$ cat config.mk
export PLATFORM = sky130hd
export DESIGN_NAME = uart_cmd_parser_flat
export DESIGN_NICKNAME = d
export VERILOG_FILES = /design/src/rtl/uart_cmd_parser_if.sv /design/src/rtl/uart_cmd_parser.sv /design/src/flat_wrapper.sv
export SDC_FILE = /design/constraint.sdc
export NUM_CORES = 1
export LEC_CHECK = 0
export ABC_AREA = 1
export BUFFER_PORTS_ARGS = -buffer_cell sky130_fd_sc_hd__buf_4
export CORE_MARGIN = 4
export CORE_UTILIZATION = 52
export DETAILED_ROUTE_END_ITERATION = 16
export GPL_TIMING_DRIVEN = 0
export PLACE_DENSITY_LB_ADDON = 0.2
export SKIP_LAST_GASP = 1
export SLEW_MARGIN = 20
export SYNTH_ARGS = -nofsm -noshare
export SYNTH_HDL_FRONTEND = slang
export SYNTH_SLANG_ARGS = --single-unit
$ cat constraint.sdc
create_clock -name clk -period 2.8 [get_ports clk]
set_clock_uncertainty 0.05 [all_clocks]
set_input_delay 0.7 -clock clk [delete_from_list [all_inputs] [get_ports clk]]
set_output_delay 0.7 -clock clk [all_outputs]
set_load 0.02 [all_outputs]
$ cat src/rtl/uart_cmd_parser_if.sv
// Register-write bus between the command parser and the register target.
//   wr_valid : write request from the parser
//   wr_ready : target accepts the write; transfer when both are high
//   wr_addr  : 8-bit write address
//   wr_data  : 8-bit write data
// master = parser side, slave = register target side.
interface uart_cmd_parser_if;
  logic       wr_valid;
  logic       wr_ready;
  logic [7:0] wr_addr;
  logic [7:0] wr_data;

  modport master (output wr_valid, output wr_addr, output wr_data, input wr_ready);
  modport slave  (input wr_valid, input wr_addr, input wr_data, output wr_ready);
endinterface

$ cat src/rtl/uart_cmd_parser.sv
// UART command parser: frames SYNC(0xA5) ADDR LEN payload CHK packets from a
// byte stream, verifies the XOR checksum and replays the payload as a burst of
// register writes at consecutive (8-bit wrapping) addresses.
// Ports:
//   clk, rst_n        : clock, asynchronous active-low reset
//   rx_data, rx_valid : received byte and its one-cycle strobe
//   wr (master)       : register-write handshake bus
//   busy              : high whenever the parser is not waiting for SYNC
//   pkt_ok            : pulse, packet fully accepted
//   err_chk/err_len/err_timeout/err_overrun : one-cycle error pulses
// Optional feature: define UART_CMD_TIMEOUT_EN to build the inter-byte
// timeout; without it err_timeout is tied low.
module uart_cmd_parser #(
  parameter int unsigned MAX_LEN        = 8,
  parameter int unsigned TIMEOUT_CYCLES = 120_000
) (
  input  logic                      clk,
  input  logic                      rst_n,
  input  logic [7:0]                rx_data,
  input  logic                      rx_valid,
  uart_cmd_parser_if.master         wr,
  output logic                      busy,
  output logic                      pkt_ok,
  output logic                      err_chk,
  output logic                      err_len,
  output logic                      err_timeout,
  output logic                      err_overrun
);

  localparam int unsigned IDX_W = $clog2(MAX_LEN + 1);
  localparam int unsigned PTR_W = (MAX_LEN > 1) ? $clog2(MAX_LEN) : 1;
  localparam logic [7:0]  SYNC_BYTE = 8'hA5;

  if (MAX_LEN < 1 || MAX_LEN > 16 || TIMEOUT_CYCLES < 2) begin : g_bad_cfg
    $error("uart_cmd_parser: MAX_LEN must be 1..16 and TIMEOUT_CYCLES >= 2");
  end

  typedef enum logic [2:0] {
    S_SYNC, S_ADDR, S_LEN, S_PAYLOAD, S_CHK, S_COMMIT
  } state_t;

  state_t           state_q;
  logic [7:0]       addr_q;
  logic [7:0]       chk_q;
  logic [IDX_W-1:0] len_q;
  logic [IDX_W-1:0] idx_q;
  logic [7:0]       buf_q [MAX_LEN];
  logic             last_idx;

`ifdef UART_CMD_TIMEOUT_EN
  localparam int unsigned TMO_W = $clog2(TIMEOUT_CYCLES);
  logic [TMO_W-1:0] tmo_q;
`else
  assign err_timeout = 1'b0;
`endif

  // Index points at the final payload byte (valid only when len_q > 0).
  assign last_idx = (idx_q == IDX_W'(len_q - IDX_W'(1)));

  // Packet framing, checksum and write-burst sequencing.
  always_ff @(posedge clk or negedge rst_n) begin
    if (!rst_n) begin
      state_q     <= S_SYNC;
      addr_q      <= '0;
      chk_q       <= '0;
      len_q       <= '0;
      idx_q       <= '0;
      for (int i = 0; i < int'(MAX_LEN); i++) buf_q[i] <= '0;
      wr.wr_valid <= 1'b0;
      wr.wr_addr  <= '0;
      wr.wr_data  <= '0;
      busy        <= 1'b0;
      pkt_ok      <= 1'b0;
      err_chk     <= 1'b0;
      err_len     <= 1'b0;
      err_overrun <= 1'b0;
`ifdef UART_CMD_TIMEOUT_EN
      err_timeout <= 1'b0;
      tmo_q       <= '0;
`endif
    end else begin
      pkt_ok      <= 1'b0;
      err_chk     <= 1'b0;
      err_len     <= 1'b0;
      err_overrun <= 1'b0;
`ifdef UART_CMD_TIMEOUT_EN
      err_timeout <= 1'b0;
`endif
      case (state_q)
        S_SYNC: begin
          if (rx_valid && rx_data == SYNC_BYTE) begin
            state_q <= S_ADDR;
            busy    <= 1'b1;
          end
        end
        S_ADDR: begin
          if (rx_valid) begin
            addr_q  <= rx_data;
            chk_q   <= rx_data;
            state_q <= S_LEN;
          end
        end
        S_LEN: begin
          if (rx_valid) begin
            chk_q <= chk_q ^ rx_data;
            idx_q <= '0;
            if (rx_data > 8'(MAX_LEN)) begin
              err_len <= 1'b1;
              state_q <= S_SYNC;
              busy    <= 1'b0;
            end else begin
              len_q   <= IDX_W'(rx_data);
              state_q <= (rx_data == 8'd0) ? S_CHK : S_PAYLOAD;
            end
          end
        end
        S_PAYLOAD: begin
          if (rx_valid) begin
            buf_q[PTR_W'(idx_q)] <= rx_data;
            chk_q <= chk_q ^ rx_data;
            if (last_idx) state_q <= S_CHK;
            else          idx_q   <= idx_q + IDX_W'(1);
          end
        end
        S_CHK: begin
          if (rx_valid) begin
            idx_q <= '0;
            if (rx_data != chk_q) begin
              err_chk <= 1'b1;
              state_q <= S_SYNC;
              busy    <= 1'b0;
            end else if (len_q == '0) begin
              pkt_ok  <= 1'b1;
              state_q <= S_SYNC;
              busy    <= 1'b0;
            end else begin
              state_q     <= S_COMMIT;
              wr.wr_valid <= 1'b1;
              wr.wr_addr  <= addr_q;
              wr.wr_data  <= buf_q[0];
            end
          end
        end
        S_COMMIT: begin
          // Bytes arriving mid-burst cannot be buffered; flag and drop them.
          if (rx_valid) err_overrun <= 1'b1;
          if (wr.wr_valid && wr.wr_ready) begin
            if (last_idx) begin
              wr.wr_valid <= 1'b0;
              pkt_ok      <= 1'b1;
              idx_q       <= '0;
              state_q     <= S_SYNC;
              busy        <= 1'b0;
            end else begin
              idx_q      <= idx_q + IDX_W'(1);
              wr.wr_addr <= addr_q + 8'(idx_q) + 8'd1;
              wr.wr_data <= buf_q[PTR_W'(idx_q + IDX_W'(1))];
            end
          end
        end
        default: begin
          state_q     <= S_SYNC;
          wr.wr_valid <= 1'b0;
          busy        <= 1'b0;
        end
      endcase
`ifdef UART_CMD_TIMEOUT_EN
      // Inter-byte watchdog, armed only while a packet is being received.
      if (state_q == S_SYNC || state_q == S_COMMIT || rx_valid) begin
        tmo_q <= '0;
      end else if (tmo_q == TMO_W'(TIMEOUT_CYCLES - 1)) begin
        tmo_q       <= '0;
        err_timeout <= 1'b1;
        state_q     <= S_SYNC;
        busy        <= 1'b0;
      end else begin
        tmo_q <= tmo_q + TMO_W'(1);
      end
`endif
    end
  end

endmodule

$ cat src/flat_wrapper.sv
// flat-port wrapper written by rule: the top's interface ports become plain ports
module uart_cmd_parser_flat 
#(
  parameter int unsigned MAX_LEN        = 8,
  parameter int unsigned TIMEOUT_CYCLES = 120_000
)
  (clk, rst_n, rx_data, rx_valid, busy, pkt_ok, err_chk, err_len, err_timeout, err_overrun, wr_wr_valid, wr_wr_addr, wr_wr_data, wr_wr_ready);
  uart_cmd_parser_if wr_i ();
  input  logic clk;
  input  logic rst_n;
  input  logic [7:0] rx_data;
  input  logic rx_valid;
  output logic busy;
  output logic pkt_ok;
  output logic err_chk;
  output logic err_len;
  output logic err_timeout;
  output logic err_overrun;
  output wire logic [$bits(wr_i.wr_valid)-1:0] wr_wr_valid;
  output wire logic [$bits(wr_i.wr_addr)-1:0] wr_wr_addr;
  output wire logic [$bits(wr_i.wr_data)-1:0] wr_wr_data;
  input wire logic [$bits(wr_i.wr_ready)-1:0] wr_wr_ready;
  assign wr_wr_valid = wr_i.wr_valid;
  assign wr_wr_addr = wr_i.wr_addr;
  assign wr_wr_data = wr_i.wr_data;
  assign wr_i.wr_ready = wr_wr_ready;
  uart_cmd_parser #(.MAX_LEN(MAX_LEN), .TIMEOUT_CYCLES(TIMEOUT_CYCLES)) u_core (.clk(clk), .rst_n(rst_n), .rx_data(rx_data), .rx_valid(rx_valid), .wr(wr_i), .busy(busy), .pkt_ok(pkt_ok), .err_chk(err_chk), .err_len(err_len), .err_timeout(err_timeout), .err_overrun(err_overrun));
endmodule
==> results of run 1 <==
[cell usage after synthesis, types with 2 or more instances]
cell type  instances  area [sq um]
xnor2_1            8          70.1
inv_1             42           158
o21ai_0          129           646
nand4_1           10          62.6
mux2i_1            2          20.0
dfrtp_1          113          2830
inv_2              4          15.0
nor2_1            80           300
o211ai_1          19           143
nand3_1           27           135
nand2_1          231           867
buf_2             12          60.1
buf_1              3          11.3
xor2_1             5          43.8
o21a_1             3          22.5
nor3_1             4          20.0
a21oi_1            9          45.0
clkbuf_1          15          56.3
ha_1              10           125
buf_4              4          30.0
[cells by family (layout without fill, tap and decap cells)]
kind of cell	count (synthesis)	in the layout	synth area share, %
mux	2	2	0.347
flops	113	113	49.0
simple gates	357	357	24.8
other cells	1	1	0.0650
buf+inv	80	145	5.72
xor+xnor	14	14	2.25
fa+ha+maj	11	11	2.51
compound gates	164	164	15.3
[power breakdown]
part	total, mW	switching (mW)	internal, mW	leakage [nW]
clock	2.28	0.737	1.55	0.308
sequential	2.71	0.426	2.28	1.47
combinational	3.19	2.03	1.15	1.57
[worst paths after layout]
kind | to | slack, ns | cells after the start
max in group asynchronous | u_core.wr.wr_data[0] | 1.83 | 1
hold / removal | u_core.buf_q[46] | 0.22 | 1
setup reg to reg | u_core.wr.wr_addr[6] | 0.36 | 13
min in group clk | u_core.len_q[2] | 0.38 | 3
hold reg to reg | u_core.busy | 0.42 | 2
setup / recovery | u_core.wr.wr_addr[6] | 0.36 | 13
[metal layers]
metal  vias to the layer above  global-route usage (%)  part of all wire (%)
met5                         -                       0                     0
met4                         0                    9.05                   2.2
met3                        26                    4.81                   6.3
met2                       186                    38.9                    48
met1                      2488                    32.9                    43
li1                       2532                       -                     -
[worst max-delay path, delay by kind of cell, from the launching register on]
kind | cells | cell delay (ns)
flops | 1 | 0.39
buf+inv | 4 | 0.81
xor+xnor | 1 | 0.14
simple gates | 6 | 0.36
fa+ha+maj | 2 | 0.58
[sequential cells by signal, summed over array words and instances (netlist names), 3 cells and up]
name,count
u_core.len_q,4
u_core.addr_q,8
u_core.wr.wr_addr,8
u_core.buf_q,64
u_core.idx_q,4
u_core.chk_q,8
u_core.wr.wr_data,8
u_core.state_q,3
[layout make-up]
class	count	area [sq um]	area share (%)
Sequential cell	113	2830	41.4
Clock buffer	20	435	6.38
Timing Repair Buffer	33	254	3.72
Multi-Input combinational cell	549	2620	38.3
Inverter	46	173	2.53
Clock inverter	12	188	2.75
Tap cell	140	175	2.57
Buffer	34	158	2.31
[stage by stage]
stage / cells / worst slack (ns) / power, mW
3_5_place_dp: 915 / 0.262 / 5.83
4_1_cts: 947 / 0.379 / 8.18
6_report: 947 / 0.359 / 8.18
2_1_floorplan: 742 / 0.744 / 4.89
5_1_grt: 947 / 0.172 / 8.77
3_3_place_gp: 915 / 0.286 / 5.71
==> impl_metrics.toml, run 1 <==
[power]
pwr_density_cell_nw_per_um2 = 1200
ir_worst_vdd_v = 0.000565
p_leak_nw = 3.36

[global_routing]
grt_max_degree = 114
track_usage_pct = 24.3
overflow = 0
first_global_vias = 4967
grt_pass1_wl_um = 24500
antenna_found_initial = 0

[layout]
final_util_pct = 63.0
design_area_sq_um = 6830
layout_commonest_cell = "nand2_1"
finalNetCount = 817
final_cell_mix = "231 x nand2_1, 129 x o21ai_0, 113 x dfrtp_1, 80 x nor2_1, 42 x inv_1"
layout-drive-gt1-share_pct = 11.0
n_fill_cell = 956
areaGrowthSynthToFinish_pct = 18.2
antennaDiodeCount = 0

[job]
maxCapViolCount = 0

[clock_tree]
postCtsHoldBufs = 0
numCtsBuffers = 17
cts_tree = "built"
postCtsSetupBuffers = 0
ctsResizeCount = 0
numClockSinks = 113
root_buffer = "clkbuf_8"
cts_buffer_depth = 2
clkLatencyLatePin_ns = 0.53
htree_levels = 4
clkTransAtPathRegs_ns = 0.06

[timing]
period_minus_slack_ns = 2.44
relSlewSlack_pct = 40.1
final-max-slew-violation-count = 0
grt_setup_unrepaired = "no"
finalSetupTns_ns = 0
post-route-period-util_pct = 87.2
fmax_mhz = 410
hold_viol_final = 0
fin_hold_ws_ns = 0.222
setup_viol = 0
tightest_slew_ns = 0.899

[die]
dieArea_sq_um = 12900
core_area_sq_um = 10800
ios = 35
start_util_pct = 53.3
core.rowCount = 38
die_h_um = 113
die_x_um = 113

[synth]
ys_types = 32
synth_edf_count = 0
async_flop_share_pct = 100
syn_area_per_cell_sq_um = 7.78
ys_warn_count = 0
synth_cells = 742
seq_area_frac_synth_pct = 49.0
ys_ff_latch = 113
syn_area_sq_um = 5770
synth_ff_type = "dfrtp_1"
synth_fp_nets = 765

[setup_path]
path_class = "register to register"
path_common_cell = "nand2_1"
critical_path_arrival_ns = 2.81
slowest_delay_ns = 0.41
cp-end-kind = "register"
crit-reg2reg-launch = "u_core.idx_q[0]"
crit_slowest_cell = "buf_1"
startpoint = "u_core.idx_q[0]"
worst_setup_path_start_kind = "register"
path_cells = "inv_1 -> buf_2 -> buf_1 -> ha_1 -> fa_1 -> inv_1 -> nand4_1 -> nand2_1 -> xor2_1 -> nand2_1 -> nand2_1 -> nand2_1 -> nand2_1"
crit_fanout = 10
required_ns = 3.17

[place]
dp_hpwl_um = 10000
portBuffers = 33
place_congestion = 0.889
dpl_cell_area_sq_um = 6200

[route]
drt_wl_total_um = 14800
drc = 0
ant_nets = 0
initialDrtViolationCount = 392
viasPerCell = 5.52
firstDrtPassIters = 4
via_count = 5232
wl_per_cell_um = 15.6

[worst_hold_path]
hold_path_class = "primary input to async pin"

[outcome]
outcome = "completed"
Note: power is estimated with default switching activity, not from simulation.
==> inputs of run 2 (changes only) <==
Settings changed: CELL_PAD_IN_SITES_DETAIL_PLACEMENT set to 0, CELL_PAD_IN_SITES_GLOBAL_PLACEMENT set to 2, CORE_UTILIZATION 52 to 36.
==> impl_metrics.toml, run 2 (synthesis results as in run 1) <==
[layout]
largest_register = "u_core.buf_q"
n_fill_cell = 1653
layout-drive-gt1-share_pct = 11.3
areaGrowthSynthToFinish_pct = 20.6
final_cell_mix = "231 x nand2_1, 129 x o21ai_0, 113 x dfrtp_1, 80 x nor2_1, 42 x inv_1"
regArea_sq_um = 2830
layout_commonest_cell = "nand2_1"
finalNetCount = 818
final_util_pct = 44.1
multi_input_area_sq_um = 2620
antennaDiodeCount = 0
largest_reg_flops = 64

[job]
maxCapViolCount = 0

[clock_tree]
cts_buffer_depth = 2
postCtsSetupBuffers = 0
clkLatencyLatePin_ns = 0.42
cts_tree = "built"
htree_levels = 4
clkTransAtPathRegs_ns = 0.05
ctsResizeCount = 0
postCtsHoldBufs = 0
root_buffer = "clkbuf_16"
numClockSinks = 113
numCtsBuffers = 17

[timing]
tightest_slew_ns = 0.737
fin_hold_ws_ns = 0.152
worst_slack_ns = 0.393
grt_setup_unrepaired = "no"
post-route-period-util_pct = 86.0
setup_viol = 0
hold_viol_final = 0
finalSetupTns_ns = 0
relSlewSlack_pct = 50.9
fmax_mhz = 415
period_minus_slack_ns = 2.41
final-max-slew-violation-count = 0

[route]
drc = 0
wl_per_cell_um = 16.0
ant_nets = 0
firstDrtPassIters = 5
viasPerCell = 4.97
drt_wl_total_um = 16400
initialDrtViolationCount = 280
via_count = 5087

[power]
finalPower_mw = 8.24
p_leak_nw = 3.38
intPower_mw = 5.01
power_frac_comb_pct = 38.8
sw_frac_of_total_pct = 39.2
p_seq_share_pct = 32.9
clockPowerShare_pct = 28.3
p_sw_mw = 3.23
pwr_density_cell_nw_per_um2 = 1180
ir_worst_vdd_v = 0.000477

[setup_path]
critical_path_arrival_ns = 2.71
slowest_delay_ns = 0.45
path_common_cell = "nand2_1"
cp-end-kind = "register"
crit_fanout = 10
path_cells = "inv_1 -> buf_2 -> buf_1 -> ha_1 -> fa_1 -> inv_1 -> nand4_1 -> nand2_1 -> xor2_1 -> nand2_1 -> nand2_1 -> nand2_1 -> nand2_1"
required_ns = 3.10
crit_slowest_cell = "fa_1"
path_class = "register to register"
worst_setup_path_start_kind = "register"

[global_routing]
track_usage_pct = 19.1
overflow = 0
grt_max_degree = 71
first_global_vias = 5011
grt_pass1_wl_um = 26800
antenna_found_initial = 0

[die]
die_x_um = 135
dieArea_sq_um = 18100
die_h_um = 135
start_util_pct = 36.6
ios = 35
core.rowCount = 46
core_area_sq_um = 15800

[worst_hold_path]
hold_path_class = "primary input to async pin"

[place]
place_congestion = 0.796
dp_hpwl_um = 11600
post-place-ws_ns = 0.113
portBuffers = 33

[outcome]
outcome = "completed"
run 2: cell count changes in the layout (fill, tap and decap cells not counted):
| cell | previous run | this run |
|---|---|---|
| clkinv_2 | 6 | 5 |
| bufinv_16 | 5 | 4 |
| buf_6 | 0 | 1 |
| clkbuf_16 | 16 | 17 |
| clkbuf_1 | 17 | 16 |
| buf_16 | 0 | 1 |
| inv_6 | 0 | 1 |
| clkbuf_8 | 3 | 4 |
| clkinvlp_4 | 1 | 0 |
run 2: power by group through the flow:
stage               Combinational, mW  Sequential (mW)  Clock, mW
floorplan                        2.15             2.74          0
global placement                 3.16             2.70          0
detailed placement               3.21             2.73          0
CTS                              3.22             2.71       2.38
global route                     3.65             2.80       2.48
finish                           3.19             2.71       2.34
run 2: final timing paths:
kind / startpoint / end / slack, ns / cells past startpoint
worst min-delay path: rst_n / u_core.wr.wr_addr[4] / 0.15 / 1
worst max-delay path: u_core.idx_q[0] / u_core.wr.wr_addr[6] / 0.39 / 13
min in group clk: u_core.wr.wr_data[4] / u_core.wr.wr_data[4] / 0.42 / 2
max in group asynchronous: rst_n / u_core.buf_q[15] / 1.82 / 2
worst max register to register: u_core.idx_q[0] / u_core.wr.wr_addr[6] / 0.39 / 13
worst min register to register: u_core.wr.wr_data[4] / u_core.wr.wr_data[4] / 0.42 / 2
run 2: cell type report:
| cell class | instances | share of cell area, % |
|---|---|---|
| buffer | 34 | 2.26 |
| clock buffer | 22 | 6.96 |
| clock inverter | 10 | 2.21 |
| inverter | 46 | 2.48 |
| multi-input combinational | 549 | 37.6 |
| sequential | 113 | 40.6 |
| tap | 216 | 3.88 |
| timing repair buffer | 34 | 4.01 |
run 2: critical path: cells and delay by family (launching register included):
family	cells	cell delay [ns]
AND/OR/NAND/NOR	6	0.43
buffers and inverters	4	0.62
adder cells (fa/ha/maj)	2	0.74
XOR/XNOR	1	0.14
flip-flops	1	0.37
run 2: metrics by stage:
step / cell area, sq um / std cells
floorplan: 5770 / 742
global placement: 6290 / 991
detailed placement: 6320 / 992
CTS: 6960 / 1024
global route: 6960 / 1024
finish: 6960 / 1024
run 2: per-layer routing:
layer,routed length [um],up-vias,part of all wire (%),track usage (%)
met4,240,0,1.5,6.00
met2,7670,95,47,30.3
li1,-,2544,-,-
met5,0,-,0,0
met3,593,19,3.6,3.50
met1,7870,2429,48,26.8
